<file path="src/rtl/wb_arbiter_pkg.sv">
// Shared write-back definitions: mux select codes, source indices and base-priority pick.
package wb_arbiter_pkg;

    localparam int unsigned REG_AW_DEFAULT = 5;
    localparam int unsigned NumSrc         = 3;

    localparam logic [1:0] SEL_PC  = 2'b00;
    localparam logic [1:0] SEL_DM  = 2'b01;
    localparam logic [1:0] SEL_ALU = 2'b10;

    typedef enum logic [1:0] {
        SrcPc  = 2'd0,
        SrcDm  = 2'd1,
        SrcAlu = 2'd2
    } src_e;

    // One-hot grant of the highest base-priority request: DM > ALU > PC.
    function automatic logic [NumSrc-1:0] pick_fixed(logic [NumSrc-1:0] req);
        logic [NumSrc-1:0] gnt;
        gnt = '0;
        if (req[SrcDm]) begin
            gnt[SrcDm] = 1'b1;
        end else if (req[SrcAlu]) begin
            gnt[SrcAlu] = 1'b1;
        end else if (req[SrcPc]) begin
            gnt[SrcPc] = 1'b1;
        end
        return gnt;
    endfunction

endpackage

</file>
<file path="src/rtl/wb_arbiter_if.sv">
// Write-back port bundle: source requests, load issue, hazard check and register-bank write.
interface wb_arbiter_if
    import wb_arbiter_pkg::*;
#(
    parameter int unsigned REG_AW = REG_AW_DEFAULT
) ();

    logic              pc_valid;
    logic [REG_AW-1:0] pc_rd;
    logic              pc_ready;
    logic              dm_valid;
    logic [REG_AW-1:0] dm_rd;
    logic              dm_ready;
    logic              alu_valid;
    logic [REG_AW-1:0] alu_rd;
    logic              alu_ready;
    logic              dm_issue;
    logic [REG_AW-1:0] dm_issue_rd;
    logic [REG_AW-1:0] chk_rs1;
    logic [REG_AW-1:0] chk_rs2;
    logic              hazard;
    logic [1:0]        S_MXRB;
    logic              rb_we;
    logic [REG_AW-1:0] rb_waddr;

    modport master (
        output pc_valid, pc_rd, dm_valid, dm_rd, alu_valid, alu_rd,
        output dm_issue, dm_issue_rd, chk_rs1, chk_rs2,
        input  pc_ready, dm_ready, alu_ready, hazard, S_MXRB, rb_we, rb_waddr
    );

    modport slave (
        input  pc_valid, pc_rd, dm_valid, dm_rd, alu_valid, alu_rd,
        input  dm_issue, dm_issue_rd, chk_rs1, chk_rs2,
        output pc_ready, dm_ready, alu_ready, hazard, S_MXRB, rb_we, rb_waddr
    );

endinterface

</file>
<file path="src/rtl/wb_scoreboard.sv">
// Load scoreboard: one pending bit per register, set on load issue, cleared on load write-back.
module wb_scoreboard #(
    parameter int unsigned REG_AW = 5
) (
    input  logic              clk_i,
    input  logic              rst_i,
    input  logic              set_i,
    input  logic [REG_AW-1:0] set_idx_i,
    input  logic              clr_i,
    input  logic [REG_AW-1:0] clr_idx_i,
    input  logic [REG_AW-1:0] rs1_i,
    input  logic [REG_AW-1:0] rs2_i,
    output logic              hit1_o,
    output logic              hit2_o
);

    localparam int unsigned Depth = 1 << REG_AW;

    logic [Depth-1:0] sb_q;
    logic [Depth-1:0] sb_d;

    always_comb begin
        sb_d = sb_q;
        if (clr_i) begin
            sb_d[clr_idx_i] = 1'b0;
        end
        // Set applied after clear so a same-cycle issue to that register wins; r0 never tracks.
        if (set_i && (set_idx_i != '0)) begin
            sb_d[set_idx_i] = 1'b1;
        end
    end

    always_ff @(posedge clk_i) begin
        if (rst_i) begin
            sb_q <= '0;
        end else begin
            sb_q <= sb_d;
        end
    end

    assign hit1_o = sb_q[rs1_i];
    assign hit2_o = sb_q[rs2_i];

endmodule

</file>
<file path="src/rtl/wb_arbiter.sv">
// Write-back arbiter: grants one register-bank write per cycle and flags read-after-load hazards.
// Define WB_ARB_RR_EN for round-robin arbitration instead of fixed priority with aging.
module wb_arbiter
    import wb_arbiter_pkg::*;
#(
    parameter int unsigned REG_AW       = REG_AW_DEFAULT,
    parameter int unsigned STARVE_LIMIT = 4
) (
    input logic         clk,
    input logic         reset,
    wb_arbiter_if.slave bus
);

    logic [NumSrc-1:0] valid;
    logic [NumSrc-1:0] grant;
    logic [REG_AW-1:0] wr_addr;
    logic              hit1;
    logic              hit2;

    assign valid = {bus.alu_valid, bus.dm_valid, bus.pc_valid};

`ifdef WB_ARB_RR_EN
    logic [1:0] ptr_q;
    logic [1:0] ptr_d;

    // Scan starts at the pointer and wraps PC -> DM -> ALU -> PC.
    always_comb begin
        grant = '0;
        case (ptr_q)
            2'd1: begin
                if (valid[SrcDm])       grant[SrcDm]  = 1'b1;
                else if (valid[SrcAlu]) grant[SrcAlu] = 1'b1;
                else if (valid[SrcPc])  grant[SrcPc]  = 1'b1;
            end
            2'd2: begin
                if (valid[SrcAlu])      grant[SrcAlu] = 1'b1;
                else if (valid[SrcPc])  grant[SrcPc]  = 1'b1;
                else if (valid[SrcDm])  grant[SrcDm]  = 1'b1;
            end
            default: begin
                if (valid[SrcPc])       grant[SrcPc]  = 1'b1;
                else if (valid[SrcDm])  grant[SrcDm]  = 1'b1;
                else if (valid[SrcAlu]) grant[SrcAlu] = 1'b1;
            end
        endcase
        if (reset) begin
            grant = '0;
        end

        ptr_d = ptr_q;
        if (grant[SrcPc])  ptr_d = 2'd1;
        if (grant[SrcDm])  ptr_d = 2'd2;
        if (grant[SrcAlu]) ptr_d = 2'd0;
    end

    always_ff @(posedge clk) begin
        if (reset) begin
            ptr_q <= 2'd0;
        end else begin
            ptr_q <= ptr_d;
        end
    end
`else
    localparam int unsigned     CntW   = $clog2(STARVE_LIMIT + 1);
    localparam logic [CntW-1:0] CntMax = CntW'(STARVE_LIMIT);

    logic [CntW-1:0]   cnt_q [NumSrc];
    logic [CntW-1:0]   cnt_d [NumSrc];
    logic [NumSrc-1:0] starved;

    always_comb begin
        for (int i = 0; i < NumSrc; i++) begin
            starved[i] = valid[i] && (cnt_q[i] == CntMax);
        end
        // Starved requesters pre-empt everyone; base priority still orders them.
        grant = (|starved) ? pick_fixed(starved) : pick_fixed(valid);
        if (reset) begin
            grant = '0;
        end

        for (int i = 0; i < NumSrc; i++) begin
            if (!valid[i] || grant[i]) begin
                cnt_d[i] = '0;
            end else if (cnt_q[i] != CntMax) begin
                cnt_d[i] = cnt_q[i] + CntW'(1);
            end else begin
                cnt_d[i] = cnt_q[i];
            end
        end
    end

    always_ff @(posedge clk) begin
        if (reset) begin
            for (int i = 0; i < NumSrc; i++) begin
                cnt_q[i] <= '0;
            end
        end else begin
            cnt_q <= cnt_d;
        end
    end
`endif

    always_comb begin
        bus.S_MXRB = SEL_PC;
        wr_addr    = '0;
        if (grant[SrcDm]) begin
            bus.S_MXRB = SEL_DM;
            wr_addr    = bus.dm_rd;
        end else if (grant[SrcAlu]) begin
            bus.S_MXRB = SEL_ALU;
            wr_addr    = bus.alu_rd;
        end else if (grant[SrcPc]) begin
            wr_addr    = bus.pc_rd;
        end
    end

    assign bus.pc_ready  = grant[SrcPc];
    assign bus.dm_ready  = grant[SrcDm];
    assign bus.alu_ready = grant[SrcAlu];
    assign bus.rb_waddr  = wr_addr;
    // r0 writes are accepted but suppressed at the bank.
    assign bus.rb_we     = (grant != '0) && (wr_addr != '0);
    assign bus.hazard    = !reset && (hit1 || hit2);

    wb_scoreboard #(
        .REG_AW (REG_AW)
    ) u_scoreboard (
        .clk_i     (clk),
        .rst_i     (reset),
        .set_i     (bus.dm_issue),
        .set_idx_i (bus.dm_issue_rd),
        .clr_i     (grant[SrcDm]),
        .clr_idx_i (bus.dm_rd),
        .rs1_i     (bus.chk_rs1),
        .rs2_i     (bus.chk_rs2),
        .hit1_o    (hit1),
        .hit2_o    (hit2)
    );

endmodule

</file>
<file path="src/flat_wrapper.sv">
// flat-port wrapper written by rule: the top's interface ports become plain ports
module wb_arbiter_flat import wb_arbiter_pkg::*;
#(
    parameter int unsigned REG_AW       = REG_AW_DEFAULT,
    parameter int unsigned STARVE_LIMIT = 4
)
  (clk, reset, bus_pc_valid, bus_pc_rd, bus_dm_valid, bus_dm_rd, bus_alu_valid, bus_alu_rd, bus_dm_issue, bus_dm_issue_rd, bus_chk_rs1, bus_chk_rs2, bus_pc_ready, bus_dm_ready, bus_alu_ready, bus_hazard, bus_S_MXRB, bus_rb_we, bus_rb_waddr);
  wb_arbiter_if #(.REG_AW(REG_AW)) bus_i ();
  input logic clk;
  input logic reset;
  input wire logic [$bits(bus_i.pc_valid)-1:0] bus_pc_valid;
  input wire logic [$bits(bus_i.pc_rd)-1:0] bus_pc_rd;
  input wire logic [$bits(bus_i.dm_valid)-1:0] bus_dm_valid;
  input wire logic [$bits(bus_i.dm_rd)-1:0] bus_dm_rd;
  input wire logic [$bits(bus_i.alu_valid)-1:0] bus_alu_valid;
  input wire logic [$bits(bus_i.alu_rd)-1:0] bus_alu_rd;
  input wire logic [$bits(bus_i.dm_issue)-1:0] bus_dm_issue;
  input wire logic [$bits(bus_i.dm_issue_rd)-1:0] bus_dm_issue_rd;
  input wire logic [$bits(bus_i.chk_rs1)-1:0] bus_chk_rs1;
  input wire logic [$bits(bus_i.chk_rs2)-1:0] bus_chk_rs2;
  output wire logic [$bits(bus_i.pc_ready)-1:0] bus_pc_ready;
  output wire logic [$bits(bus_i.dm_ready)-1:0] bus_dm_ready;
  output wire logic [$bits(bus_i.alu_ready)-1:0] bus_alu_ready;
  output wire logic [$bits(bus_i.hazard)-1:0] bus_hazard;
  output wire logic [$bits(bus_i.S_MXRB)-1:0] bus_S_MXRB;
  output wire logic [$bits(bus_i.rb_we)-1:0] bus_rb_we;
  output wire logic [$bits(bus_i.rb_waddr)-1:0] bus_rb_waddr;
  assign bus_i.pc_valid = bus_pc_valid;
  assign bus_i.pc_rd = bus_pc_rd;
  assign bus_i.dm_valid = bus_dm_valid;
  assign bus_i.dm_rd = bus_dm_rd;
  assign bus_i.alu_valid = bus_alu_valid;
  assign bus_i.alu_rd = bus_alu_rd;
  assign bus_i.dm_issue = bus_dm_issue;
  assign bus_i.dm_issue_rd = bus_dm_issue_rd;
  assign bus_i.chk_rs1 = bus_chk_rs1;
  assign bus_i.chk_rs2 = bus_chk_rs2;
  assign bus_pc_ready = bus_i.pc_ready;
  assign bus_dm_ready = bus_i.dm_ready;
  assign bus_alu_ready = bus_i.alu_ready;
  assign bus_hazard = bus_i.hazard;
  assign bus_S_MXRB = bus_i.S_MXRB;
  assign bus_rb_we = bus_i.rb_we;
  assign bus_rb_waddr = bus_i.rb_waddr;
  wb_arbiter #(.REG_AW(REG_AW), .STARVE_LIMIT(STARVE_LIMIT)) u_core (.clk(clk), .reset(reset), .bus(bus_i));
endmodule
</file>
<file path="config.mk">
export PLATFORM = sky130hd
export DESIGN_NAME = wb_arbiter_flat
export DESIGN_NICKNAME = d
export VERILOG_FILES = /design/src/rtl/wb_arbiter_pkg.sv /design/src/rtl/wb_arbiter_if.sv /design/src/rtl/wb_scoreboard.sv /design/src/rtl/wb_arbiter.sv /design/src/flat_wrapper.sv
export SDC_FILE = /design/constraint.sdc
export NUM_CORES = 1
export LEC_CHECK = 0
export ABC_AREA = 1
export CAP_MARGIN = 40
export CORE_AREA = 2 2 87 64
export DETAILED_ROUTE_END_ITERATION = 16
export DIE_AREA = 0 0 89 66
export PLACE_DENSITY_LB_ADDON = 0.25
export SLEW_MARGIN = 20
export SYNTH_ARGS = -nofsm -noshare
export SYNTH_HDL_FRONTEND = slang
export SYNTH_SLANG_ARGS = --single-unit
</file>
<file path="constraint.sdc">
create_clock -name clk -period 4.1 [get_ports clk]
set_clock_uncertainty 0.1 [all_clocks]
set_input_delay 0.82 -clock clk [delete_from_list [all_inputs] [get_ports clk]]
set_output_delay 0.82 -clock clk [all_outputs]
set_load 0.05 [all_outputs]
</file>
==> Yosys cells after proc, flatten, opt, wreduce, memory -nomap -nowiden <==
Cells that the tools add are included.
Widths: inputs -> output; s select.
{ "op_classes": {"order_cmp": 6, "n_reduce_logical": 23, "muxes": 29, "bitwise": 3, "addsub": 3, "n_eq_ne": 6} }
{ "op_table": {"columns": ["operator", "count"], "rows": [
  ["$mux 32", 2],
  ["$and 32x32->32", 1],
  ["$not 32->32", 1],
  ["$or 32x32->32", 1],
  ["$lt 5x6->1 const B", 4],
  ["$mux 1", 16],
  ["$mux 5", 3],
  ["$bmux 1 s5", 2],
  ["$demux 1 s5", 2],
  ["$ge 5x1->1 const B", 2],
  ["$reduce_bool 5->1", 2],
  ["$add 3x1->3 const B", 3],
  ["$eq 3x3->1 const B", 3],
  ["$ne 3x3->1 const B", 3],
  ["$logic_and 1x1->1", 8],
  ["$mux 3", 2],
  ["$reduce_or 2->1", 3],
  ["$logic_not 1->1", 4],
  ["$logic_or 1x1->1", 4],
  ["$mux 2", 2],
  ["$reduce_bool 3->1", 1],
  ["$reduce_or 3->1", 1]
]} }
{ "word_totals": {"output_inout_bits": 12, "word_cells": 74, "in_bits": 36, "register_bits": 41} }

==> Logic depth before layout (Yosys ltp) <==
{ "depth": {"word_depth": 12, "mapped_depth": 12, "mapped_depth_nobuf": 12} }

==> Hierarchy <==
From an unflattened synthesis, not the netlist that was laid out.
{ "unflattened": {"cells_unflattened": 422, "hier_area_um2": 2727.6} }
{ "by_module_without_submodules": {"columns": ["mod", "n_inst", "area_each_um2", "cells_per_inst", "seq_area_each_um2"], "rows": [
  ["wb_scoreboard", 1, 2016.9, 321, 640.6],
  ["wb_arbiter", 1, 710.7, 101, 180.2]
]} }

==> Worst setup path after synthesis <==
No wires, ideal clock.
{ "synth_timing": {"path_type": "input -> output", "start": "input reset", "end": "output bus_rb_we", "cell_stages": 10, "slack_ns": 0.706, "n_path_buf": 1, "required_ns": 3.180, "arrival_time_ns": 2.474, "cell_sequence": "buf_2 -> inv_1 -> nand2_1 -> nor2_1 -> nand2_2 -> inv_2 -> nand2_1 -> nand3_1 -> nor2_1 -> nand3_1"} }
{ "synth_via": {"elab_chain_cells": 6, "elab_cells_between_ends": 7, "cone_classes": "4 x mux; 3 x reduce/logical"} }
{ "synth_lines": {"columns": ["element", "line_no", "rtl"], "rows": [
  ["start: declaration", "flat_wrapper.sv:10", "input logic reset;"],
  ["$mux 3", "wb_arbiter.sv:77", "if (reset) begin"],
  ["via bus_pc_ready", "flat_wrapper.sv:21", "output wire logic [$bits(bus_i.pc_ready)-1:0] bus_pc_ready;"],
  ["$mux 5", "wb_arbiter.sv:112", "end else if (grant[SrcPc]) begin"],
  ["$mux 5", "wb_arbiter.sv:109", "end else if (grant[SrcAlu]) begin"],
  ["$mux 5", "wb_arbiter.sv:106", "if (grant[SrcDm]) begin"],
  ["via bus_rb_waddr[1]", "flat_wrapper.sv:27", "output wire logic [$bits(bus_i.rb_waddr)-1:0] bus_rb_waddr;"],
  ["$reduce_bool 5->1", "wb_arbiter.sv:122", "assign bus.rb_we = (grant != '0) && (wr_addr != '0);"],
  ["$logic_and 1x1->1", "wb_arbiter.sv:122", null],
  ["end: declaration", "flat_wrapper.sv:26", "output wire logic [$bits(bus_i.rb_we)-1:0] bus_rb_we;"]
]} }
The timed path passes the listed nets, and every way through them passes these cells.

==> Worst setup path after layout <==
{ "layout_timing": {"start": "input bus_chk_rs2[0]", "end": "output bus_hazard"} }
{ "layout_via": {"elab_chain_cells": 4} }
{ "layout_lines": {"columns": ["element", "line_no", "rtl"], "rows": [
  ["start: declaration", "flat_wrapper.sv:20", "input wire logic [$bits(bus_i.chk_rs2)-1:0] bus_chk_rs2;"],
  ["$bmux 1 s5", "wb_scoreboard.sv:42", "assign hit2_o = sb_q[rs2_i];"],
  ["$mux 1 (not written as such)", "wb_scoreboard.sv:42", null],
  ["$logic_or 1x1->1", "wb_arbiter.sv:123", "assign bus.hazard = !reset && (hit1 || hit2);"],
  ["$logic_and 1x1->1", "wb_arbiter.sv:123", null],
  ["end: declaration", "flat_wrapper.sv:24", "output wire logic [$bits(bus_i.hazard)-1:0] bus_hazard;"]
]} }
No other way between the ends. The select of a mux whose other input is x is not followed.

==> results by group <==
STA
  • Fmax: between 200 and 300 MHz
  • WHS: roughly 0.35 ns
  • Worst slew pin tran: about 0.77 ns
  • Period minus WS final: around 3.8 ns
  • Fin crit share: 91.8%
  • Slew Limit Fails: 0
  • Hold Vio Cnt, Final: 0
  • Max-slew headroom: between 40% and 50%
  • Setup TNS: 0 ns
  • RSZ-0062 raised after global routing: false
  • Setup violators final: 0

Floorplan
  • Initial Utilization: between 50% and 60%
  • Die width: about 89 um
  • Row count: 22
  • I/O pins: between 40 and 50
  • Core Area: roughly 5000 um2
  • Die height: 66 um
  • Die area: approximately 5900 um2

Pwr
  • Maximum VDD drop: 0.000256 V
  • Leak: 1.43 nW
  • Sequential Power Share: around 42%
  • Switch share: between 20% and 30%
  • Internal power: 0.692 mW
  • Clock power share: approximately a third
  • Power Density: between 200 and 300 nW/um2
  • Switch Pwr: roughly 0.28 mW
  • Combinational group share of total power: about a quarter

Logic synthesis
  • Largest family of logic cells by synthesized area: simple AND/OR/NAND/NOR gates
  • Yosys warning total: 0
  • Fraction of synthesized area in multiplexers: 0%
  • Asr flop ratio synth: 0%
  • Post-synthesis average cell area: slightly above 6 um2
  • XOR/XNOR Fraction of Synth Area: under 10%
  • Post-synth EDFFs: 0
  • Simple-gate portion of the synthesized area: a little over two fifths
  • Adder-Cell Fraction of Synth Area: under 10%
  • Area contributors post-synth: dfxtp_1 29%, nand2_1 21%, nand3_1 12%
  • #FFs+latches synth: 41
  • Top FF cell, synth: dfxtp_1
  • Syn Nets: between 500 and 600
  • Post-synth top area share: 28.8%
  • Seq/Total Area, Yosys: around 29%
  • Synth Area in Compound Gates: approximately 13%
  • Synth area leader: dfxtp_1
  • Netlist Area Pre-Place: 2850 um2
  • Yosys cell types: 25
  • Post-Syn Instances: 471

Worst setup path
  • CP peak stage delay: slightly below 0.8 ns
  • CP dominant cell by count: nand3_1
  • Setup CP Type: primary input to output pin
  • Worst endpoint data arrival time: roughly 2.8 ns
  • Crit end category: output pin
  • Crit path max-delay cell type: clkdlybuf4s50_1
  • CP Launch Type: primary input
  • Cell Chain, Critical Path: clkdlybuf4s50_1 > inv_4 > nand2_1 > nand3_1 > nand3_1 > nand3_1 > nand3b_1 > nand2_1 > nor2_1 > nor2_1 > buf_12
  • WP data required: ~3.2 ns
  • Worst-path maximum fanout: 18

Clocking
  • CTS Buf Count: 5
  • CTS tree: built
  • CTS Hold Buffers Added: 0
  • Skew-Pair Late Insertion Delay: roughly 0.28 ns
  • Max Root-Sink Buffers: 2
  • Post-CTS Setup Bufs: 0
  • Number of gates resized after cts: 0
  • CTS Root Cell: clkbuf_8
  • Clk sink count: 41
  • H-tree levels: 2
  • Clock slew at reported path FFs: roughly 0.070 ns

Global routing
  • First-pass GRT wire length: 14300 um
  • Global Route met3 Usage: under 10%
  • Initial antenna violation count: 0
  • GR Util All Layers: roughly a third
  • Largest net degree at the start of global routing: 33
  • Met1 Use GR: 43.3%
  • Vias in the first global route: 3130
  • Grt total ovfl: 0
  • GRT busiest layer: met2
  • Grt met2 use: around 50%

Routing
  • DR vias: roughly 3300
  • First-pass iteration count of the detailed router: 5
  • Post-Route WL: 8670 um
  • Routed Antenna Nets: 0
  • Vias per cell: 5.61
  • Post-route DRC: 0
  • DRT iter0 DRCs: 250
  • Wire per inst: about 15 um

Layout
  • Post-layout net count: 555
  • Layout Area Growth over Synthesis: 24.4%
  • Final Cell Area: approximately 3500 um2
  • Finished Core Util: 69.9%
  • Most frequent cells in the layout: 156 x nand2_1, 67 x nand3_1, 56 x inv_1
  • Inserted Diodes: 0
  • Share of cells above drive strength 1: 8.95%
  • Commonest non-fill, non-tap cell in the layout: nand2_1

Run status
  • Status: finished, final reports clean

Min path
  • HP Class: flop to flop

Placement
  • Placed instance area: roughly 3400 um2
  • HPWL after DPL: around 6800 um
  • IO Port Bufs: between 40 and 50
  • Placer congestion estimate: ~0.86

Job
  • Max-cap viol count: 0
## final cells by class
cell class	count	area, um2
clock buffer	7	86.3
tap	72	90.1
clock inverter	1	30.0
fill	473	1520
multi-input combinational	354	1690
inverter	60	230
sequential	41	821
timing repair buffer	51	593
## Yosys cell counts, types with 2 or more instances
cell and number:
a21oi_1 37, buf_2 6, buf_4 4, buf_6 3
clkbuf_1 3, dfxtp_1 41, ha_1 6, inv_1 56
inv_2 2, inv_4 2, nand2_1 156, nand2_2 7
nand3_1 67, nand3_2 4, nor2_1 17, nor3_1 14
nor3_2 6, o21ai_0 26, o21ai_1 5, xnor2_1 3
xor2_1 2
## registers in the layout, summed over array words and instances, names as in the netlist
signal and flops:
u_core.cnt_q 9, u_core.u_scoreboard.sb_q 32
## critical path, delay by kind of cell
family / cells / cell delay [ns]
buf+inv: 3 / 1.28
simple gates: 8 / 0.74
## through the flow
| stage | instances | setup slack (ns) | power, mW |
|---|---|---|---|
| finish | 586 | 0.337 | 0.971 |
| global route | 586 | 0.147 | 1.01 |
| CTS | 586 | 0.381 | 0.970 |
| detailed placement | 578 | 0.398 | 0.644 |
| global placement | 577 | 0.416 | 0.639 |
| floorplan | 471 | 0.706 | 0.546 |
## per-layer routing
layer | wire length, um | vias up
met5 | 0 | -
met4 | 70 | 0
met3 | 750 | 13
met2 | 3890 | 158
met1 | 3950 | 1519
li1 | - | 1599
## logic make-up after synthesis
family                     count (synthesis)
buffers and inverters                     76
and+or+nand+nor                          273
adders and majority gates                  6
xor gates and xnor gates                   5
AOI/OAI and AO/OA                         70
DFF                                       41
## final timing paths
kind                   startpoint  cells after the start  slack, ns                      endpoint
hold / removal    u_core.cnt_q[3]                      1       0.35               u_core.cnt_q[3]
setup reg to reg  u_core.cnt_q[6]                      9       2.20  u_core.u_scoreboard.sb_q[22]
setup / recovery   bus_chk_rs2[0]                     11       0.34                    bus_hazard
hold reg to reg   u_core.cnt_q[3]                      1       0.35               u_core.cnt_q[3]
## power by group through the flow
stage                     registers (mW)  clock network, mW  logic, mW
after detailed placement           0.418                  0      0.226
after global routing               0.409              0.350      0.248
after global placement             0.418                  0      0.221
final                              0.408              0.332      0.230
after floorplan                    0.416                  0      0.130
after CTS                          0.408              0.335      0.227
Power figures use the tool's default switching activity.
